### config.mk
export PLATFORM = sky130hd
export DESIGN_NAME = credit_rx_endpoint
export DESIGN_NICKNAME = d
export VERILOG_FILES = /design/src/rtl/credit_rx_endpoint.sv
export SDC_FILE = /design/constraint.sdc
export NUM_CORES = 1
export LEC_CHECK = 0
export CELL_PAD_IN_SITES_DETAIL_PLACEMENT = 0
export CELL_PAD_IN_SITES_GLOBAL_PLACEMENT = 1
export CORE_ASPECT_RATIO = 1.4
export CORE_UTILIZATION = 43
export DETAILED_ROUTE_END_ITERATION = 8
export PLACE_DENSITY_LB_ADDON = 0.1
export SETUP_SLACK_MARGIN = 0.2
export SLEW_MARGIN = 20
export SYNTH_ARGS = -nofsm -noshare
export SYNTH_HDL_FRONTEND = slang
export SYNTH_SLANG_ARGS = --single-unit
### constraint.sdc
create_clock -name clock -period 1.77 [get_ports clock]
set_input_delay 0.4425 -clock clock [delete_from_list [all_inputs] [get_ports clock]]
set_output_delay 0.4425 -clock clock [all_outputs]
set_load 0.05 [all_outputs]
### src/rtl/credit_rx_endpoint.sv
// Receiving end of a credit-based latency-insensitive link.
// Incoming words are buffered in a DEPTH-entry FIFO and presented to the consumer
// with a valid/ready handshake. Each dequeued word returns one credit pulse to the
// sender one cycle after the handshake.
//
// Ports:
//   clock             - single clock, all state on the rising edge
//   reset             - asynchronous, active-high
//   i_data            - payload from the link
//   i_valid           - word present on i_data this cycle
//   o_increment_count - registered credit-return pulse to the sender
//   o_data            - head-of-FIFO word to the consumer (0 when empty)
//   o_valid           - o_data holds a valid word
//   i_ready           - consumer accepts o_data this cycle
//   o_overflow        - sticky: a word arrived while full with no read
module credit_rx_endpoint #(
    parameter int unsigned DATA_WIDTH = 32,
    parameter int unsigned DEPTH      = 4
) (
    input  logic                         clock,
    input  logic                         reset,
    input  logic signed [DATA_WIDTH-1:0] i_data,
    input  logic                         i_valid,
    output logic                         o_increment_count,
    output logic signed [DATA_WIDTH-1:0] o_data,
    output logic                         o_valid,
    input  logic                         i_ready,
    output logic                         o_overflow
);

    localparam int unsigned PtrW = $clog2(DEPTH);
    localparam int unsigned CntW = $clog2(DEPTH + 1);

    logic signed [DATA_WIDTH-1:0] mem_q [DEPTH];
    logic [PtrW-1:0]              wr_ptr_q, wr_ptr_d;
    logic [PtrW-1:0]              rd_ptr_q, rd_ptr_d;
    logic [CntW-1:0]              count_q, count_d;
    logic                         overflow_q, overflow_d;
    logic                         credit_q;

    logic full;
    logic rd;
    logic wr;
    logic drop;

    assign full = (count_q == CntW'(DEPTH));
    assign rd   = o_valid && i_ready;
    // When full, a simultaneous read frees the slot the write lands in.
    assign wr   = i_valid && (!full || rd);
    assign drop = i_valid && full && !rd;

    always_comb begin
        wr_ptr_d   = wr_ptr_q;
        rd_ptr_d   = rd_ptr_q;
        count_d    = count_q;
        overflow_d = overflow_q;
        if (wr) begin
            wr_ptr_d = wr_ptr_q + PtrW'(1);
        end
        if (rd) begin
            rd_ptr_d = rd_ptr_q + PtrW'(1);
        end
        unique case ({wr, rd})
            2'b10:   count_d = count_q + CntW'(1);
            2'b01:   count_d = count_q - CntW'(1);
            default: count_d = count_q;
        endcase
        if (drop) begin
            overflow_d = 1'b1;
        end
    end

    always_ff @(posedge clock or posedge reset) begin
        if (reset) begin
            wr_ptr_q   <= '0;
            rd_ptr_q   <= '0;
            count_q    <= '0;
            overflow_q <= 1'b0;
            credit_q   <= 1'b0;
        end else begin
            wr_ptr_q   <= wr_ptr_d;
            rd_ptr_q   <= rd_ptr_d;
            count_q    <= count_d;
            overflow_q <= overflow_d;
            credit_q   <= rd;
        end
    end

    // Storage is deliberately left out of reset.
    always_ff @(posedge clock) begin
        if (wr) begin
            mem_q[wr_ptr_q] <= i_data;
        end
    end

    assign o_valid           = (count_q != '0);
    assign o_data            = o_valid ? mem_q[rd_ptr_q] : '0;
    assign o_increment_count = credit_q;
    assign o_overflow        = overflow_q;

endmodule

== After elaboration in Yosys (flattened, before gate mapping) ==
Memory sizes are Yosys's and may differ from the RTL's.
Index checks and enable logic that the tools add are counted.

* Register bits after elaboration: 9
* RAM bits: 128
* Output and inout bits: 35
* Logic and storage cells: 26
* Memories: 1

{| class="wikitable"
|+ Memory list
! name !! words !! bits a word !! rd ports !! clocked after memory_dff !! write ports !! RTL line !! RTL
|-
| mem_q || 4 || 32 || 1 || 0 || 1 || 34 || <nowiki>logic signed [DATA_WIDTH-1:0] mem_q [DEPTH];</nowiki>
|}

* Add/subtract/negate cells: 4
* Eq/ne operators: 3
* Multiplexer cells: 4
* Reductions and logical operators: 9

{| class="wikitable"
|+ Operators by type and width
! kind !! number
|-
| 32-bit 2-to-1 mux || 1
|-
| 3-bit one-hot mux with 2 select lines || 1
|-
| 2-bit by 1-bit adder with 2-bit output, second input constant || 2
|-
| 1-bit logical AND || 4
|-
| 3-bit by 1-bit adder with 3-bit output, second input constant || 1
|-
| 3-bit equality test, second input constant || 1
|-
| 3-bit nonzero test || 1
|-
| 3-bit by 1-bit subtractor with 3-bit output, second input constant || 1
|-
| 2-bit by 1-bit equality test with 1-bit output, second input constant || 1
|-
| 2-bit equality test, second input constant || 1
|-
| 1-bit logical NOT || 2
|-
| 1-bit 2-to-1 mux || 2
|-
| 2-bit nonzero test || 1
|-
| 1-bit logical OR || 1
|}

== Depth between registers and ports, before layout ==
Gate-level depths: netlist of run 1.

* Depth after elaboration: 6
* Depth in mapped cells: 8

== Worst setup path after synthesis of run 1 ==
No wires, ideal clock.

* Path kind: reg2reg
* From: reg count_q[0]
* To: reg count_q[1]
* Setup time: 0.128 ns
* Data arrival time: 2.234 ns
* Slack: -0.593 ns
* Cell stages (with the launch flop): 9
* Path buffers: 2
* Path through: dfrtp_1 > or3_1 > clkbuf_1 > clkbuf_1 > nand3b_1 > fa_1 > inv_1 > o21ai_0 > o31ai_1

* Longest elaborated chain between the ends: 6

{| class="wikitable"
|+ RTL lines
! item !! RTL line !! RTL
|-
| from (decl) || 37 || <nowiki>logic [CntW-1:0] count_q, count_d;</nowiki>
|-
| from (signal assigned) || 83 || <nowiki>count_q <= count_d;</nowiki>
|-
| 3-bit nonzero test * || 96 || <nowiki>assign o_valid = (count_q != '0);</nowiki>
|-
| via o_valid || 26 || <nowiki>output logic o_valid,</nowiki>
|-
| 1-bit logical AND * || 47 || <nowiki>assign rd = o_valid && i_ready;</nowiki>
|-
| 1-bit logical OR || 49 || <nowiki>assign wr = i_valid && (!full || rd);</nowiki>
|-
| 1-bit logical AND || 49 ||
|-
| 2-bit by 1-bit equality test with 1-bit output or 2-bit equality test (tied branches) || 63 || <nowiki>unique case ({wr, rd})</nowiki>
|-
| 3-bit one-hot mux with 2 select lines or 2-bit nonzero test (tied branches) || -- ||
|}

Mark *: on every way through the listed nets, which the timed path passes. The rest lies on a longest branch.
A chain may end at the register's enable or synchronous reset.

== Worst setup path after layout of run 1 ==
* From: reg rd_ptr_q[0]
* To: out o_data[1]

* Longest elaborated chain between the ends: 2

{| class="wikitable"
|+ RTL lines
! item !! RTL line !! RTL
|-
| from (decl) || 36 || <nowiki>logic [PtrW-1:0] rd_ptr_q, rd_ptr_d;</nowiki>
|-
| from (signal assigned) || 82 || <nowiki>rd_ptr_q <= rd_ptr_d;</nowiki>
|-
| memory 4 x 32 bit || -- ||
|-
| 32-bit 2-to-1 mux || 97 || <nowiki>assign o_data = o_valid ? mem_q[rd_ptr_q] : '0;</nowiki>
|-
| to (decl) || 25 || <nowiki>output logic signed [DATA_WIDTH-1:0] o_data,</nowiki>
|}

No other way between the ends.

==> qor.yml, run 1 <==
startpoint_type: "flop"
finalSetupViolCount: 163
track_usage_pct: 18.0
synth.net_count: 300
timing.final.hold_violations: 0
max-slew-margin-rel_pct: 74.9
cts-root-buf: "clkbuf_16"
grt_pass1_wl_um: 16800
grt_most_used_layer: "met2"
ir_drop_mv: 1.39
r2r_start: "count_q[1]$_DFFE_PP0P_"
wirelength_um: 10800
clk_pin_slew_worst_paths_ns: 0.06
ios: 71
power.leakage_nw: 2.96
grt_pass1_vias: 3034
setup_tns_ns: -29.06
period_needed_ns: 2.33
crit_path_end_kind: "output port"
outcome: "finished, violations left"
drc: 0
async_flop_share_pct: 6.57
cts_max_path_buffers: 2
synth.distinct_cells: 31
critPathLaunch: "rd_ptr_q[0]$_DFFE_PP0N_"
setup_ws_ns: -0.565
fin_crit_sh_pct: 132
die_x_um: 96.9
drive_above_1_share_pct: 49.1
ant_nets: 0
synth-seq-cells: 137
die_h_um: 135
synthMuxAreaShare_pct: 13.6
ys_seq_area_share_pct: 75.1
cp.arrival_ns: 1.89
cellPowerDensity_mw_per_mm2: 2190
met3_usage_pct: 5.12
die_area_mm2: 0.0131
ff_latch_area_mm2: 0.00407
routed_via_density: 5.18
cts_tree: "done"
met1_usage_pct: 20.3
antenna_found_initial: 1
wl_per_cell_um: 19.6
hpwlAfterDp_um: 6070
ys.flop_type: "edfxtp_1"
clock-sinks: 137
fmax_mhz: 428
synth_top_family_by_area: "multiplexers"
portBuffers: 70
synth_compound_area_share_pct: 1.48
finalClockSkew_ns: 0.00969
gp_congestion: 0.698
diodes: 0
cts_hold_buffers: 0
worstPathRequired_ns: 1.33
syn_avg_cell_area_um2: 20.9
clk_latency_ns: 0.41
numCtsBuffers: 17
drtPass1Iterations: 4
finalNetCount: 430
grt_max_degree: 21
grtUsageMet2_pct: 32.2
synth_fa_ha_area_share_pct: 1.29
path_max_fanout: 8
htree_levels: 4
crit_type: "flop to output port"
dr.first_iter.drc_count: 118
syn_inst: 259
synth_xor_area_share_pct: 0.809
multi_input_area_mm2: 0.00135
fin_cells: 551
violations: "negative setup slack"
grt_setup_unrepaired: "yes"
core_area_mm2: 0.0123
nFillCells: 829
yosys_warnings: 0
syn_area_mm2: 0.00542
tightest_slew_ns: 0.377
synth_edf_count: 128
dpl_worst_slack_ns: -0.240
finalMaxSlewViolations: 0
synthSimpleGateAreaFrac_pct: 5.66
gr-total-overflow: 0
hold_path_class: "input pin to asynchronous set/reset pin"
dp.cells: 491
maxCapViolCount: 0
area_delta_synth_final_pct: 50.8
total_power_mw: 17.9
via_count: 2855
initial_core_util_pct: 44.0
rows: 48
## flip-flops by register name, indices dropped and copies added, names as in the netlist
name	count
wr_ptr_q	2
o_overflow	1
count_q	3
o_increment_count	1
mem_q	128
rd_ptr_q	2
## cell usage after synthesis, types with 4 or more instances
master	instances	area, um2
dfrtp_1	9	225
inv_1	6	22.5
and2_1	33	206
ha_1	4	50.1
clkbuf_1	5	18.8
and2_2	4	30.0
buf_6	4	45.0
edfxtp_1	128	3840
mux4_2	32	721
buf_2	5	25.0
## where the power goes
group          switching, mW  internal, mW
combinational           4.56          5.36
clock                   1.26          2.20
sequential             0.192          4.29
total                   6.00          11.9
## through the flow
stage | area [um2] | util, % | hold slack, ns
after global placement | 6980 | 56.7 | 0.469
after global routing | 8170 | 66.4 | 0.360
after detailed placement | 6980 | 56.7 | 0.464
after floorplan | 5560 | - | 0.270
after CTS | 8100 | 65.8 | 0.325
final | 8170 | 66.4 | 0.320
## metal layers
| metal | up-vias | routed length (um) |
|---|---|---|
| met3 | 9 | 481 |
| met2 | 72 | 6030 |
| li1 | 1297 | - |
| met1 | 1477 | 4190 |
| met4 | 0 | 92 |
| met5 | - | 0 |
## cells by family (layout without fill, tap and decap cells)
logic type	Yosys count	in the layout
XOR/XNOR	5	5
AND/OR/NAND/NOR	49	49
flip-flops	137	137
adder cells (fa/ha/maj)	5	5
multiplexers	33	33
AO/OA/AOI/OAI	10	10
buffers and inverters	20	162
## critical path, cell delays in order, from the launching register on
cell and delay (ns):
dfrtp_2 0.37, buf_12 0.14, buf_12 0.14, mux4_2 0.51
and2_4 0.18, buf_12 0.14
## worst paths after layout
check | end | slack, ns | cells past startpoint
worst min register to register | o_overflow$_DFFE_PP0P_ | 0.48 | 1
max in group asynchronous | rd_ptr_q[1]$_DFFE_PP0N_ | 1.15 | 2
worst min-delay path | o_overflow$_DFFE_PP0P_ | 0.32 | 2
worst max-delay path | o_data[1] | -0.56 | 5
worst max register to register | mem_q[0][31]$_DFFE_PP_ | -0.19 | 7
min in group clock | o_overflow$_DFFE_PP0P_ | 0.48 | 1
## cell usage in the layout, fill, tap and decap left out, types with 2 or more instances in the layout
| master | synthesis | routed |
|---|---|---|
| inv_1 | 6 | 5 |
| ha_1 | 4 | 4 |
| buf_6 | 4 | 12 |
| dfrtp_1 | 9 | 7 |
| bufinv_16 | 0 | 3 |
| xor2_1 | 2 | 2 |
| clkdlybuf4s50_1 | 0 | 35 |
| xnor2_1 | 3 | 2 |
| o211ai_1 | 2 | 2 |
| clkinvlp_4 | 0 | 3 |
| nand3b_1 | 3 | 3 |
| and2_4 | 0 | 36 |
| clkinv_4 | 0 | 3 |
| clkbuf_1 | 5 | 2 |
| buf_4 | 0 | 15 |
| clkbuf_16 | 0 | 18 |
| buf_16 | 0 | 12 |
| clkinv_2 | 0 | 2 |
| buf_12 | 0 | 50 |
| nor2_1 | 3 | 3 |
| mux4_2 | 32 | 32 |
| edfxtp_1 | 128 | 128 |
| dfrtp_2 | 0 | 2 |
## area by class of cell
| class | instances | share of cell area (%) |
|---|---|---|
| Sequential cell | 137 | 49.8 |
| Timing Repair Buffer | 125 | 23.9 |
| Multi-Input combinational cell | 102 | 16.5 |
| Clock buffer | 19 | 5.30 |
| Tap cell | 150 | 2.30 |
| Clock inverter | 12 | 1.87 |
| Inverter | 6 | 0.276 |
## timing repair
| action | in CTS | in global routing |
|---|---|---|
| pin swaps | 23 | 2 |
| resized for setup | 35 | 4 |
| cloned | 12 | 1 |
| endpoints found under the setup margin | 164 | 165 |
| setup buffers | 13 | 3 |
Power figures use the tool's default switching activity.
==> run 2, diff against run 1 <==
CORE_UTILIZATION = 49   (was 43)
DONT_BUFFER_PORTS = 1   (was not set)
==> run 2 against run 1 <==
  * The flow still finishes with violations (negative setup slack)
  * Core utilization is 3.8 points lower
  * Design area is 17% lower
  * Hold slack worse by 0.20 ns
  * Die area is 12% lower
  * Worst setup slack better by 0.070 ns
  * Sequential cell count stayed put
==> qor.yml, run 2 (same netlist as run 1, synthesis figures left out) <==
outcome: "finished, violations left"
violations: "negative setup slack"
worst_path_most_repeated_cell: "buf_12"
grt_pass1_wl_um: 16600  # -1.5%
finalSetupViolCount: 164  # +0.61%
postLayoutCellArea_mm2: 0.00677  # -17%
post_dp_cell_area_mm2: 0.00577  # -17%
cts_max_path_buffers: 2  # unchanged
portBuffers: 0  # -100%
path_max_fanout: 10  # +2
drive_above_1_share_pct: 49.4  # +0.26 points
die_area_mm2: 0.0115  # -12%
wl_met1_um: 4150  # -1.0%
dp.cells: 403  # -18%
clock-sinks: 137  # unchanged
numCtsBuffers: 17  # unchanged
clk_pin_slew_worst_paths_ns: 0.06  # about the same
dr.first_iter.drc_count: 121  # +2.5%
finalClockSkew_ns: 0.00963  # -0.0000536 ns
rr_worst_depth: 7  # unchanged
track_usage_pct: 20.8  # +2.7 points
antenna_found_initial: 0  # -1
area_delta_synth_final_pct: 24.9
cpMaxStageDelayCell: "mux4_2"
routed_via_density: 5.63  # +8.6%
rows: 45  # -6.3%
finalNetCount: 354  # -18%
final_core_util_pct: 62.6  # -3.8 points
cp.depth: 4  # -1
reg.largest.list: "mem_q: 128 flops, count_q: 3 flops"
period_needed_ns: 2.26  # -0.0699 ns
finalMaxSlewViolations: 0  # unchanged
route.met2.wl_um: 6040  # +0.18%
top_layer_used: "met4"
r2r_setup_slack_ns: -0.20  # about the same
cpPeakStageDelay_ns: 0.53  # +0.02 ns
maxCapViolCount: 0  # unchanged
critPathLaunch: "rd_ptr_q[0]$_DFFE_PP0N_"
wirelength_um: 11000  # +1.8%
setup_tns_ns: -28.75  # +0.312 ns
cp.arrival_ns: 1.82  # -0.07 ns
final_cell_mix: "edfxtp_1, and2_4, mux4_2"
largest_reg_flops: 128  # unchanged
grt_setup_unrepaired: "yes"
crit_buf_inv: 2  # -1
path_delay_family: "multiplexers"
layout_commonest_cell: "edfxtp_1"
path_cells: "buf_12 > buf_12 > mux4_2 > and2_4"
clk_latency_ns: 0.41  # about the same
setup_ws_ns: -0.495  # +0.0699 ns
startpoint_type: "flop"
drc: 0  # unchanged
largest-register: "mem_q"
ios: 71  # unchanged
max-slew-margin-rel_pct: 68.8  # -6.0 points
gp_congestion: 0.702  # +0.57%
grt_max_degree: 22  # +4.8%
diodes: 0  # unchanged
fin_crit_sh_pct: 128  # -3.9 points
drtPass1Iterations: 4  # unchanged
die_h_um: 126  # -6.2%
crit_path_end: "o_data[22]"
reg2reg_to: "wr_ptr_q[1]$_DFFE_PP0P_"
die_x_um: 90.9  # -6.2%
tightest_slew_ns: 0.468  # +0.0911 ns
core_area_mm2: 0.0108  # -12%
ant_nets: 0  # unchanged
hold_path_class: "input pin to flop"
r2r_start: "count_q[1]$_DFFE_PP0P_"
crit_type: "flop to output port"
cts_tree: "done"
worstPathRequired_ns: 1.33  # about the same
htree_levels: 4  # unchanged
dr_wl_met3_um: 571  # +19%
timing.final.hold_violations: 0  # unchanged
initial_core_util_pct: 50.1  # +6.1 points
nFillCells: 783  # -5.5%
fin_cells: 467  # -15%
crit_path_end_kind: "output port"
via_count: 2629  # -7.9%
cts-root-buf: "clkbuf_16"
wl_per_cell_um: 23.5  # +20%
grt_pass1_vias: 2842  # -6.3%
gr-total-overflow: 0  # unchanged
hpwlAfterDp_um: 5480  # -9.7%
fmax_mhz: 442  # +3.1%
-- run 2: cell types whose count changed in the layout (fill, tap and decap cells not counted), sizes merged, moves of 2 or more --
cell	change
clkbuf	-3
o21a	+2
inv	+4
buf	-55
clkdlybuf4s50	-35
and2	+12
-- run 2: cell type report --
class | count | area, um2 | area share [%]
Clock buffer | 17 | 425 | 6.29
Clock inverter | 15 | 169 | 2.50
Inverter | 6 | 22.5 | 0.333
Multi-Input combinational cell | 116 | 1480 | 21.9
Sequential cell | 137 | 4070 | 60.2
Tap cell | 141 | 176 | 2.61
Timing Repair Buffer | 35 | 419 | 6.19
-- run 2: how the worst min path moves through the flow --
stage	startpoint	end	cells after the start
final	i_data[12]	mem_q[0][12]$_DFFE_PP_	0
after global routing	i_data[18]	mem_q[3][18]$_DFFE_PP_	0
after CTS	i_data[12]	mem_q[0][12]$_DFFE_PP_	0
after detailed placement	reset	o_increment_count$_DFF_PP0_	1
after global placement	reset	o_increment_count$_DFF_PP0_	1
after floorplan	reset	count_q[0]$_DFFE_PP0P_	1
-- run 2: worst register-to-register path, cell delays in order, from the launching register on --
cell     delay, ns
dfrtp_1       0.42
buf_6         0.14
buf_6         0.11
or3b_4        0.40
buf_6         0.14
o21a_4        0.24
buf_6         0.13
mux2_4        0.28
-- run 2: timing repair --
| action | 4_1_cts | 5_1_grt |
|---|---|---|
| endpoints found under the setup margin | 165 | 165 |
| buffers inserted | 10 | 6 |
| hold buffers | 1 | 0 |
| hold endpoints to repair | 9 | 0 |
| cloned | 15 | 0 |
| gates resized for setup | 33 | 15 |
| pin swaps | 10 | 10 |
-- run 2: per-layer routing --
layer	up-vias	track usage, %
met5	-	0
met4	0	10.6
met3	17	5.52
met2	85	35.8
met1	1373	23.9
li1	1154	-
-- run 2: through the flow --
stage	setup WS (ns)	hold slack (ns)
global route	-0.548	0.102
global placement	-0.0889	0.341
detailed placement	-0.0937	0.345
CTS	-0.517	0.105
finish	-0.495	0.121
floorplan	-0.140	0.270
Power of run 2 is not shown: default switching activity piles up to over one toggle a cycle in this logic, so the estimate is an artifact.
